--- src/rtl/cipher.sv ---
// Iterative AES encryption core: one round per clock, round keys fetched by
// index from an external store with one-cycle read latency.
// Optional build macro CIPHER_BUSY_EN: adds a busy output and ignores en
// while a block is in flight (otherwise en restarts the sequence).
module cipher #(
    parameter int unsigned BLK_W    = 128,
    parameter int unsigned RK_IDX_W = 4
) (
    input  logic                clk,
    input  logic                reset_n,
    input  logic                en,
    input  logic [BLK_W-1:0]    plaintext,
    input  logic [RK_IDX_W-1:0] rounds_total,
    input  logic [BLK_W-1:0]    round_key,
    output logic [RK_IDX_W-1:0] round_key_no,
    output logic [BLK_W-1:0]    ciphertext,
`ifdef CIPHER_BUSY_EN
    output logic                busy,
`endif
    output logic                en_o
);

    localparam int unsigned NB   = BLK_W / 8;
    localparam int unsigned NCOL = BLK_W / 32;

    localparam logic [7:0] SBOX [0:255] = '{
        8'h63, 8'h7c, 8'h77, 8'h7b, 8'hf2, 8'h6b, 8'h6f, 8'hc5, 8'h30, 8'h01, 8'h67, 8'h2b, 8'hfe, 8'hd7, 8'hab, 8'h76,
        8'hca, 8'h82, 8'hc9, 8'h7d, 8'hfa, 8'h59, 8'h47, 8'hf0, 8'had, 8'hd4, 8'ha2, 8'haf, 8'h9c, 8'ha4, 8'h72, 8'hc0,
        8'hb7, 8'hfd, 8'h93, 8'h26, 8'h36, 8'h3f, 8'hf7, 8'hcc, 8'h34, 8'ha5, 8'he5, 8'hf1, 8'h71, 8'hd8, 8'h31, 8'h15,
        8'h04, 8'hc7, 8'h23, 8'hc3, 8'h18, 8'h96, 8'h05, 8'h9a, 8'h07, 8'h12, 8'h80, 8'he2, 8'heb, 8'h27, 8'hb2, 8'h75,
        8'h09, 8'h83, 8'h2c, 8'h1a, 8'h1b, 8'h6e, 8'h5a, 8'ha0, 8'h52, 8'h3b, 8'hd6, 8'hb3, 8'h29, 8'he3, 8'h2f, 8'h84,
        8'h53, 8'hd1, 8'h00, 8'hed, 8'h20, 8'hfc, 8'hb1, 8'h5b, 8'h6a, 8'hcb, 8'hbe, 8'h39, 8'h4a, 8'h4c, 8'h58, 8'hcf,
        8'hd0, 8'hef, 8'haa, 8'hfb, 8'h43, 8'h4d, 8'h33, 8'h85, 8'h45, 8'hf9, 8'h02, 8'h7f, 8'h50, 8'h3c, 8'h9f, 8'ha8,
        8'h51, 8'ha3, 8'h40, 8'h8f, 8'h92, 8'h9d, 8'h38, 8'hf5, 8'hbc, 8'hb6, 8'hda, 8'h21, 8'h10, 8'hff, 8'hf3, 8'hd2,
        8'hcd, 8'h0c, 8'h13, 8'hec, 8'h5f, 8'h97, 8'h44, 8'h17, 8'hc4, 8'ha7, 8'h7e, 8'h3d, 8'h64, 8'h5d, 8'h19, 8'h73,
        8'h60, 8'h81, 8'h4f, 8'hdc, 8'h22, 8'h2a, 8'h90, 8'h88, 8'h46, 8'hee, 8'hb8, 8'h14, 8'hde, 8'h5e, 8'h0b, 8'hdb,
        8'he0, 8'h32, 8'h3a, 8'h0a, 8'h49, 8'h06, 8'h24, 8'h5c, 8'hc2, 8'hd3, 8'hac, 8'h62, 8'h91, 8'h95, 8'he4, 8'h79,
        8'he7, 8'hc8, 8'h37, 8'h6d, 8'h8d, 8'hd5, 8'h4e, 8'ha9, 8'h6c, 8'h56, 8'hf4, 8'hea, 8'h65, 8'h7a, 8'hae, 8'h08,
        8'hba, 8'h78, 8'h25, 8'h2e, 8'h1c, 8'ha6, 8'hb4, 8'hc6, 8'he8, 8'hdd, 8'h74, 8'h1f, 8'h4b, 8'hbd, 8'h8b, 8'h8a,
        8'h70, 8'h3e, 8'hb5, 8'h66, 8'h48, 8'h03, 8'hf6, 8'h0e, 8'h61, 8'h35, 8'h57, 8'hb9, 8'h86, 8'hc1, 8'h1d, 8'h9e,
        8'he1, 8'hf8, 8'h98, 8'h11, 8'h69, 8'hd9, 8'h8e, 8'h94, 8'h9b, 8'h1e, 8'h87, 8'he9, 8'hce, 8'h55, 8'h28, 8'hdf,
        8'h8c, 8'ha1, 8'h89, 8'h0d, 8'hbf, 8'he6, 8'h42, 8'h68, 8'h41, 8'h99, 8'h2d, 8'h0f, 8'hb0, 8'h54, 8'hbb, 8'h16
    };

    // GF(2^8) multiply by 2, reduction polynomial 0x11B
    function automatic logic [7:0] xtime(input logic [7:0] b);
        return {b[6:0], 1'b0} ^ (b[7] ? 8'h1b : 8'h00);
    endfunction

    // byte-wise forward S-box substitution
    function automatic logic [BLK_W-1:0] sub_bytes(input logic [BLK_W-1:0] s);
        logic [BLK_W-1:0] o;
        o = '0;
        for (int i = 0; i < int'(NB); i++) begin
            o[8*i +: 8] = SBOX[s[8*i +: 8]];
        end
        return o;
    endfunction

    // row r rotates left by r byte positions
    function automatic logic [BLK_W-1:0] shift_rows(input logic [BLK_W-1:0] s);
        logic [BLK_W-1:0] o;
        o = '0;
        for (int c = 0; c < int'(NCOL); c++) begin
            for (int r = 0; r < 4; r++) begin
                o[8*(r + 4*c) +: 8] = s[8*(r + 4*((c + r) % int'(NCOL))) +: 8];
            end
        end
        return o;
    endfunction

    // column mix with the {2,3,1,1} circulant matrix
    function automatic logic [BLK_W-1:0] mix_cols(input logic [BLK_W-1:0] s);
        logic [BLK_W-1:0] o;
        logic [7:0]       a0, a1, a2, a3;
        o = '0;
        for (int c = 0; c < int'(NCOL); c++) begin
            a0 = s[32*c      +: 8];
            a1 = s[32*c + 8  +: 8];
            a2 = s[32*c + 16 +: 8];
            a3 = s[32*c + 24 +: 8];
            o[32*c      +: 8] = xtime(a0) ^ xtime(a1) ^ a1 ^ a2 ^ a3;
            o[32*c + 8  +: 8] = a0 ^ xtime(a1) ^ xtime(a2) ^ a2 ^ a3;
            o[32*c + 16 +: 8] = a0 ^ a1 ^ xtime(a2) ^ xtime(a3) ^ a3;
            o[32*c + 24 +: 8] = xtime(a0) ^ a0 ^ a1 ^ a2 ^ xtime(a3);
        end
        return o;
    endfunction

    logic [BLK_W-1:0]    pt_q;
    logic [RK_IDX_W-1:0] nr_q;
    logic [RK_IDX_W-1:0] round_no;
    logic                key_req;
    logic                round_en;
    logic                start_c;
    logic [BLK_W-1:0]    sr_c;
    logic [BLK_W-1:0]    next_state_c;

    // accept a new block; with busy tracking, only when idle or finishing
`ifdef CIPHER_BUSY_EN
    always_comb begin
        start_c = en && (!busy || en_o);
    end
`else
    always_comb begin
        start_c = en;
    end
`endif

    // next cipher state for the round currently being applied
    always_comb begin
        sr_c         = shift_rows(sub_bytes(ciphertext));
        next_state_c = sr_c ^ round_key;
        if (round_no == '0) begin
            next_state_c = pt_q ^ round_key;
        end else if (round_no != nr_q) begin
            next_state_c = mix_cols(sr_c) ^ round_key;
        end
    end

    // block capture and round-key index sequencing
    always_ff @(posedge clk or negedge reset_n) begin
        if (!reset_n) begin
            pt_q         <= '0;
            nr_q         <= '0;
            round_key_no <= '0;
            key_req      <= 1'b0;
        end else if (start_c) begin
            pt_q         <= plaintext;
            nr_q         <= rounds_total;
            round_key_no <= '0;
            key_req      <= 1'b1;
        end else if (key_req) begin
            if (round_key_no < nr_q) begin
                round_key_no <= round_key_no + RK_IDX_W'(1);
            end else begin
                key_req <= 1'b0;
            end
        end
    end

    // round enable trails key requests by the store read latency
    always_ff @(posedge clk or negedge reset_n) begin
        if (!reset_n) begin
            round_en <= 1'b0;
        end else begin
            round_en <= start_c ? 1'b0 : key_req;
        end
    end

    // round counter, state update and done strobe
    always_ff @(posedge clk or negedge reset_n) begin
        if (!reset_n) begin
            round_no   <= '0;
            ciphertext <= '0;
            en_o       <= 1'b0;
        end else if (start_c) begin
            round_no <= '0;
            en_o     <= 1'b0;
        end else begin
            en_o <= 1'b0;
            if (round_en) begin
                ciphertext <= next_state_c;
                if (round_no == nr_q) begin
                    round_no <= '0;
                    en_o     <= 1'b1;
                end else begin
                    round_no <= round_no + RK_IDX_W'(1);
                end
            end
        end
    end

`ifdef CIPHER_BUSY_EN
    // busy from the cycle after start through the done-strobe cycle
    always_ff @(posedge clk or negedge reset_n) begin
        if (!reset_n) begin
            busy <= 1'b0;
        end else if (start_c) begin
            busy <= 1'b1;
        end else if (en_o) begin
            busy <= 1'b0;
        end
    end
`endif

endmodule
--- config.mk ---
export PLATFORM = sky130hd
export DESIGN_NAME = cipher
export DESIGN_NICKNAME = d
export VERILOG_FILES = /design/src/rtl/cipher.sv
export SDC_FILE = /design/constraint.sdc
export NUM_CORES = 2
export LEC_CHECK = 0
export BUFFER_PORTS_ARGS = -buffer_cell sky130_fd_sc_hd__buf_2
export CAP_MARGIN = 40
export CORE_ASPECT_RATIO = 1.2
export CORE_MARGIN = 2
export CORE_UTILIZATION = 25
export DETAILED_ROUTE_END_ITERATION = 6
export PLACE_DENSITY = 0.41
export REMOVE_ABC_BUFFERS = 1
export SLEW_MARGIN = 15
export SYNTH_ARGS = -nofsm -noshare
export SYNTH_HDL_FRONTEND = slang
export SYNTH_SLANG_ARGS = --single-unit
--- constraint.sdc ---
create_clock -name clk -period 12.79 [get_ports clk]
set_input_delay 1.9185 -clock clk [delete_from_list [all_inputs] [get_ports clk]]
set_output_delay 1.9185 -clock clk [all_outputs]
set_load 0.02 [all_outputs]
---- Word-level counts from Yosys, hierarchy flattened ----
Memory sizes are Yosys's and may differ from the RTL's.
Index checks and enable logic that the tools add are counted.
operators by class
  add/sub/neg operators ................... 2
  order comparisons ....................... 17
  equal/unequal tests ..................... 2
  mux-type cells .......................... 63
  bitwise logic cells ..................... 100
  reductions and logical operators ........ 6
operator list
  operator                                                        count
  8-bit XOR                                                       64
  128-bit XOR                                                     3
  128-bit two-way mux                                             2
  8-bit two-way mux                                               32
  9-bit greater-or-equal comparator (second input constant)       16
  8-bit inverter with 9-bit output                                16
  8-bit by 5-bit XOR with 8-bit output                            16
  5-bit two-way mux                                               16
  4-bit two-way mux                                               6
  4-bit by 1-bit adder with 4-bit output (second input constant)  2
  1-bit two-way mux                                               7
  2-bit nonzero test                                              3
  4-bit == test                                                   1
  4-bit zero test                                                 1
  4-bit < comparator                                              1
  4-bit != test                                                   1
  2-bit AND reduction                                             2
  1-bit inverter                                                  1
storage, ports and cells
  register bits after elaboration ......... 271
  memory bits (read-only) ................. 32768
  output and inout port bits .............. 133
  logic and storage cells ................. 214
  memories kept ........................... 16
memory list
  memory            depth  bits a word  rd ports  clocked after Yosys merged registers in  write ports  RTL line  source
  (name not given)  256    8            1         0                                        0            55        o[8*i +: 8] = SBOX[s[8*i +: 8]];
  (name not given)  256    8            1         0                                        0            55
  (name not given)  256    8            1         0                                        0            55
  (name not given)  256    8            1         0                                        0            55
  (name not given)  256    8            1         0                                        0            55
  (name not given)  256    8            1         0                                        0            55
  10 more memories  -      -            -         -                                        -            -

---- Longest topological paths before layout ----
  depth in word-level cells ............... 13
  depth in mapped cells ................... 18

---- Worst setup path before layout ----
OpenSTA, ideal clock, no wires.
  kind .................................... reg-to-reg
  start point ............................. reg ciphertext[17]
  end point ............................... reg ciphertext[76]
  setup time .............................. 0.130 ns
  data arrival time ....................... 4.719 ns
  required time ........................... 12.660 ns
  slack ................................... 7.941 ns
  cell stages (with the launch flop) ...... 18
  period minus slack after synthesis ...... 4.849 ns
  path through ............................ dfrtp_1 clkbuf_1 clkbuf_1 inv_1 ha_1 clkbuf_1 nand2b_1 clkbuf_1 nand2_1 mux4_2 a2111oi_1 nor4_4 xor2_2 xnor3_1 xor3_1 a221oi_2 xor2_1 o21ai_1
on the way
  longest elaborated chain between the ends .. 12
RTL lines
  what                                                        RTL line  source
  start, declared                                             16        output logic [BLK_W-1:0] ciphertext,
  start signal, assigned                                      163       ciphertext <= next_state_c;
  8-bit inverter with 9-bit output (not written as such) (*)  55
  memory 256 x 8 bit (*)                                      -
  8-bit two-way mux (not written as such) (*) (2 in series)   55
  5-bit two-way mux                                           47        return {b[6:0], 1'b0} ^ (b[7] ? 8'h1b : 8'h00);
  8-bit by 5-bit XOR with 8-bit output                        47
  8-bit XOR                                                   83        o[32*c + 8 +: 8] = a0 ^ xtime(a1) ^ xtime(a2) ^ a2 ^ a3;
  8-bit XOR (*) (2 in series)                                 83
  128-bit XOR (*)                                             117       next_state_c = mix_cols(sr_c) ^ round_key;
  128-bit two-way mux (*)                                     116       end else if (round_no != nr_q) begin
  128-bit two-way mux (*)                                     114       if (round_no == '0) begin
Mark *: on every way between the ends. The rest lies on a longest branch, timed or not. The select of a mux whose other input is x is not followed.
A chain may end at the register's enable or synchronous reset.

---- Worst setup path after layout ----
  start point ............................. reg ciphertext[32]
  end point ............................... reg ciphertext[57]
on the way
  longest elaborated chain between the ends .. 13
RTL lines
  what                                                        RTL line  source
  8-bit inverter with 9-bit output (not written as such) (*)  55
  memory 256 x 8 bit (*)                                      -
  8-bit two-way mux (not written as such) (*) (2 in series)   55
  5-bit two-way mux                                           47
  8-bit by 5-bit XOR with 8-bit output                        47
  8-bit XOR (*) (4 in series)                                 85        o[32*c + 24 +: 8] = xtime(a0) ^ a0 ^ a1 ^ a2 ^ xtime(a3);
  128-bit XOR (*)                                             117
  128-bit two-way mux (*)                                     116
  128-bit two-way mux (*)                                     114
Marked as above.

==> key figures <==
Run status
  • Outcome: finished, final reports clean

Setup path
  • Worst r2r src: ciphertext[32]$_DFFE_PN0P_
  • Worst Path Arrival: 6.80 ns
  • RR Endpoint: ciphertext[57]$_DFFE_PN0P_
  • CP Max Fanout: 32
  • Critical path type: reg -> reg
  • Critical Path Source Type: flip-flop
  • Critical path required time: 13.32 ns
  • R2R cell count: 14
  • Crit end category: flip-flop
  • Reg2reg setup slack: 6.52 ns

Detailed routing
  • Via density: 6.527
  • Final antenna-violating net count: 0
  • Drt first pass iters: 7
  • Routed vias: 87.43k
  • Drt drc: 0
  • Final wirelength: 436.3 mm
  • Iteration-0 DRC Markers: 14.58k
  • Routed length per instance: 32.57 um

Clock tree
  • CTS clk-pin slew, worst paths: 0.06 ns
  • Clock Tree Buf Depth: 3
  • Setup bufs post-CTS: 0
  • Clock Sink Count: 271
  • Clock root buffer: clkbuf_16
  • Worst-Skew Late Latency: 0.70 ns
  • CTS resizes: 0
  • TritonCTS clock tree: done
  • Inserted Clock Buffers: 46
  • # hold bufs at CTS: 0
  • Max H-tree Level: 2

Final layout
  • Share of post-route cells with drive strength above 1: 15.72%
  • Most frequent cells in the layout: nand2_1, o21ai_0, a21oi_1
  • Final Net Count: 10.02k
  • Register Area: 0.006913 mm^2
  • Most common cell after layout, fill and taps aside: nand2_1
  • Area growth syn-to-layout: 7.569%
  • Fill count: 31.99k
  • Multi-input gate area: 0.06036 mm^2

Yosys
  • Area share of the leading cell type in the synthesized netlist: 9.264%
  • Warnings from Yosys: 0
  • Async set or reset register ratio after synthesis: 100.0%
  • Synth area leader: dfrtp_1
  • Prevailing post-synth register cell: dfrtp_1
  • Synth top area cells: dfrtp_1, mux4_2, o21ai_0
  • Post-synth cell types: 126
  • Yosys reg bits: 271
  • Gate count of the mapped netlist: 10.03k
  • Avg Inst Size Synth: 7.298 um^2
  • Synth Cell Area: 0.07320 mm^2
  • Seq/Total Area, Yosys: 9.264%
  • Post-synth EDFFs: 0

Worst hold path
  • Hold path startpoint: ciphertext[49]$_DFFE_PN0P_
  • Hold path endpoint: ciphertext[49]$_DFFE_PN0P_
  • Worst min path class: reg -> reg
  • Worst hold stages: 2

Global route
  • Total GRT Usage: 27.71%
  • Largest net degree at the start of global routing: 134
  • First-pass GRT wire length: 622.5 mm
  • Vias in the first global route: 81.65k
  • Initial antenna violation count: 35
  • Total gr overflow: 0

Timing
  • Highest Clock Rate: 0.1596 GHz
  • Setup TNS: 0 ns
  • Min Tclk post-route: 6.266 ns
  • Final hold viol count: 0
  • Final Setup Violations: 0
  • Ratio of final minimum period to clock period: 48.99%
  • RSZ-0062 raised after global routing: no
  • Worst-margin pin slew: 1.109 ns
  • Slew HR: 26.08%
  • Final Skew: 0.04304 ns
  • Slew Limit Fails: 0

Floorplanning
  • Chip height: 596.8 um
  • Core area: 0.2913 mm^2
  • Die area: 0.2972 mm^2
  • Io pins: 396
  • Starting Density: 25.13%
  • Chip Width: 498.0 um
  • Site Rows: 217

Run
  • Maxcap violations: 0

Place
  • Post-DP HPWL: 310.5 mm
  • RePlAce Congestion: 1.016
  • Port Buffers: 395
==> critical path: stages, from the launching register on <==
cell and delay (ns):
dfrtp_1 0.32, buf_4 0.39, clkinv_1 0.55, ha_1 0.72
buf_4 0.31, or2_0 0.64, a311oi_1 0.17, or4_1 0.54
o32a_1 0.38, o211ai_1 0.28, xor2_1 0.52, xnor3_1 0.50
a221oi_1 0.49, xor2_1 0.18, o21ai_1 0.07
==> sequential cells by signal (all words and copies together), names as in the netlist <==
name,flops
ciphertext,128
pt_q,128
nr_q,4
round_key_no,4
round_no,4
en_o,1
key_req,1
round_en,1
==> worst max path at each step <==
stage,startpoint,end,slack (ns),cells after the start
final,ciphertext[32]$_DFFE_PN0P_,ciphertext[57]$_DFFE_PN0P_,6.52,14
after global routing,ciphertext[32]$_DFFE_PN0P_,ciphertext[57]$_DFFE_PN0P_,6.28,14
after CTS,ciphertext[32]$_DFFE_PN0P_,ciphertext[57]$_DFFE_PN0P_,6.61,14
after detailed placement,ciphertext[32]$_DFFE_PN0P_,ciphertext[57]$_DFFE_PN0P_,6.61,14
after global placement,ciphertext[105]$_DFFE_PN0P_,ciphertext[89]$_DFFE_PN0P_,6.38,15
after floorplan,ciphertext[115]$_DFFE_PN0P_,ciphertext[61]$_DFFE_PN0P_,5.51,10
==> cells by family after synthesis <==
family | count (synthesis) | synth area share (%)
DFF | 271 | 9.264
buffers and inverters | 1423 | 8.374
AOI/OAI and AO/OA | 3654 | 34.53
xor gates and xnor gates | 504 | 7.600
adders and majority gates | 240 | 4.099
muxes | 600 | 13.10
and+or+nand+nor | 3338 | 23.03
==> cell type report <==
class	instances	share of cell area, %
Antenna cell	13	0.04132
Clock buffer	57	1.630
Clock inverter	28	0.3877
Inverter	192	0.9185
Multi-Input combinational cell	8336	76.66
Sequential cell	271	8.779
Tap cell	3832	6.089
Timing Repair Buffer	666	5.495
==> cell usage after synthesis, drive strengths merged, types with 55 or more instances <==
library cell / n
o21ai: 809
nand2: 804
a21oi: 710
clkbuf: 666
nor2: 664
buf: 565
nand2b: 354
nor2b: 310
nor3: 289
nand3: 287
xnor2: 279
dfrtp: 271
mux4: 266
ha: 239
a31oi: 215
o211ai: 198
mux2: 194
a211oi: 175
inv: 167
o311ai: 165
xor2: 151
mux2i: 140
a311oi: 139
and2: 125
o31ai: 110
or2: 101
a221oi: 93
o221ai: 88
a21o: 87
a2111oi: 82
or3: 79
o22ai: 78
nor3b: 72
xnor3: 69
and3: 64
a311o: 59
a22oi: 55
o311a: 55
==> routing by layer <==
| layer | GRT usage [%] | part of all wire (%) | vias up |
|---|---|---|---|
| met5 | 0 | 0.049 | - |
| met4 | 12.45 | 5.8 | 32 |
| met3 | 5.230 | 9.9 | 1201 |
| met2 | 44.36 | 45 | 6360 |
| met1 | 35.99 | 39 | 42781 |
| li1 | - | - | 37056 |
==> stage by stage <==
step / hold WS [ns] / setup slack, ns / area [um^2] / instances / util [%]
after floorplan: 0.4565 / 5.512 / 67790 / 8799 / -
after global placement: 0.4684 / 6.376 / 76440 / 13246 / 26.24
after detailed placement: 0.4725 / 6.615 / 76920 / 13283 / 26.40
after CTS: 0.4876 / 6.609 / 78510 / 13368 / 26.95
after global routing: 0.5126 / 6.280 / 78720 / 13387 / 27.02
final: 0.4843 / 6.524 / 78740 / 13395 / 27.03
Power is not shown: default switching activity piles up to over one toggle a cycle in this logic, so the estimate is an artifact.
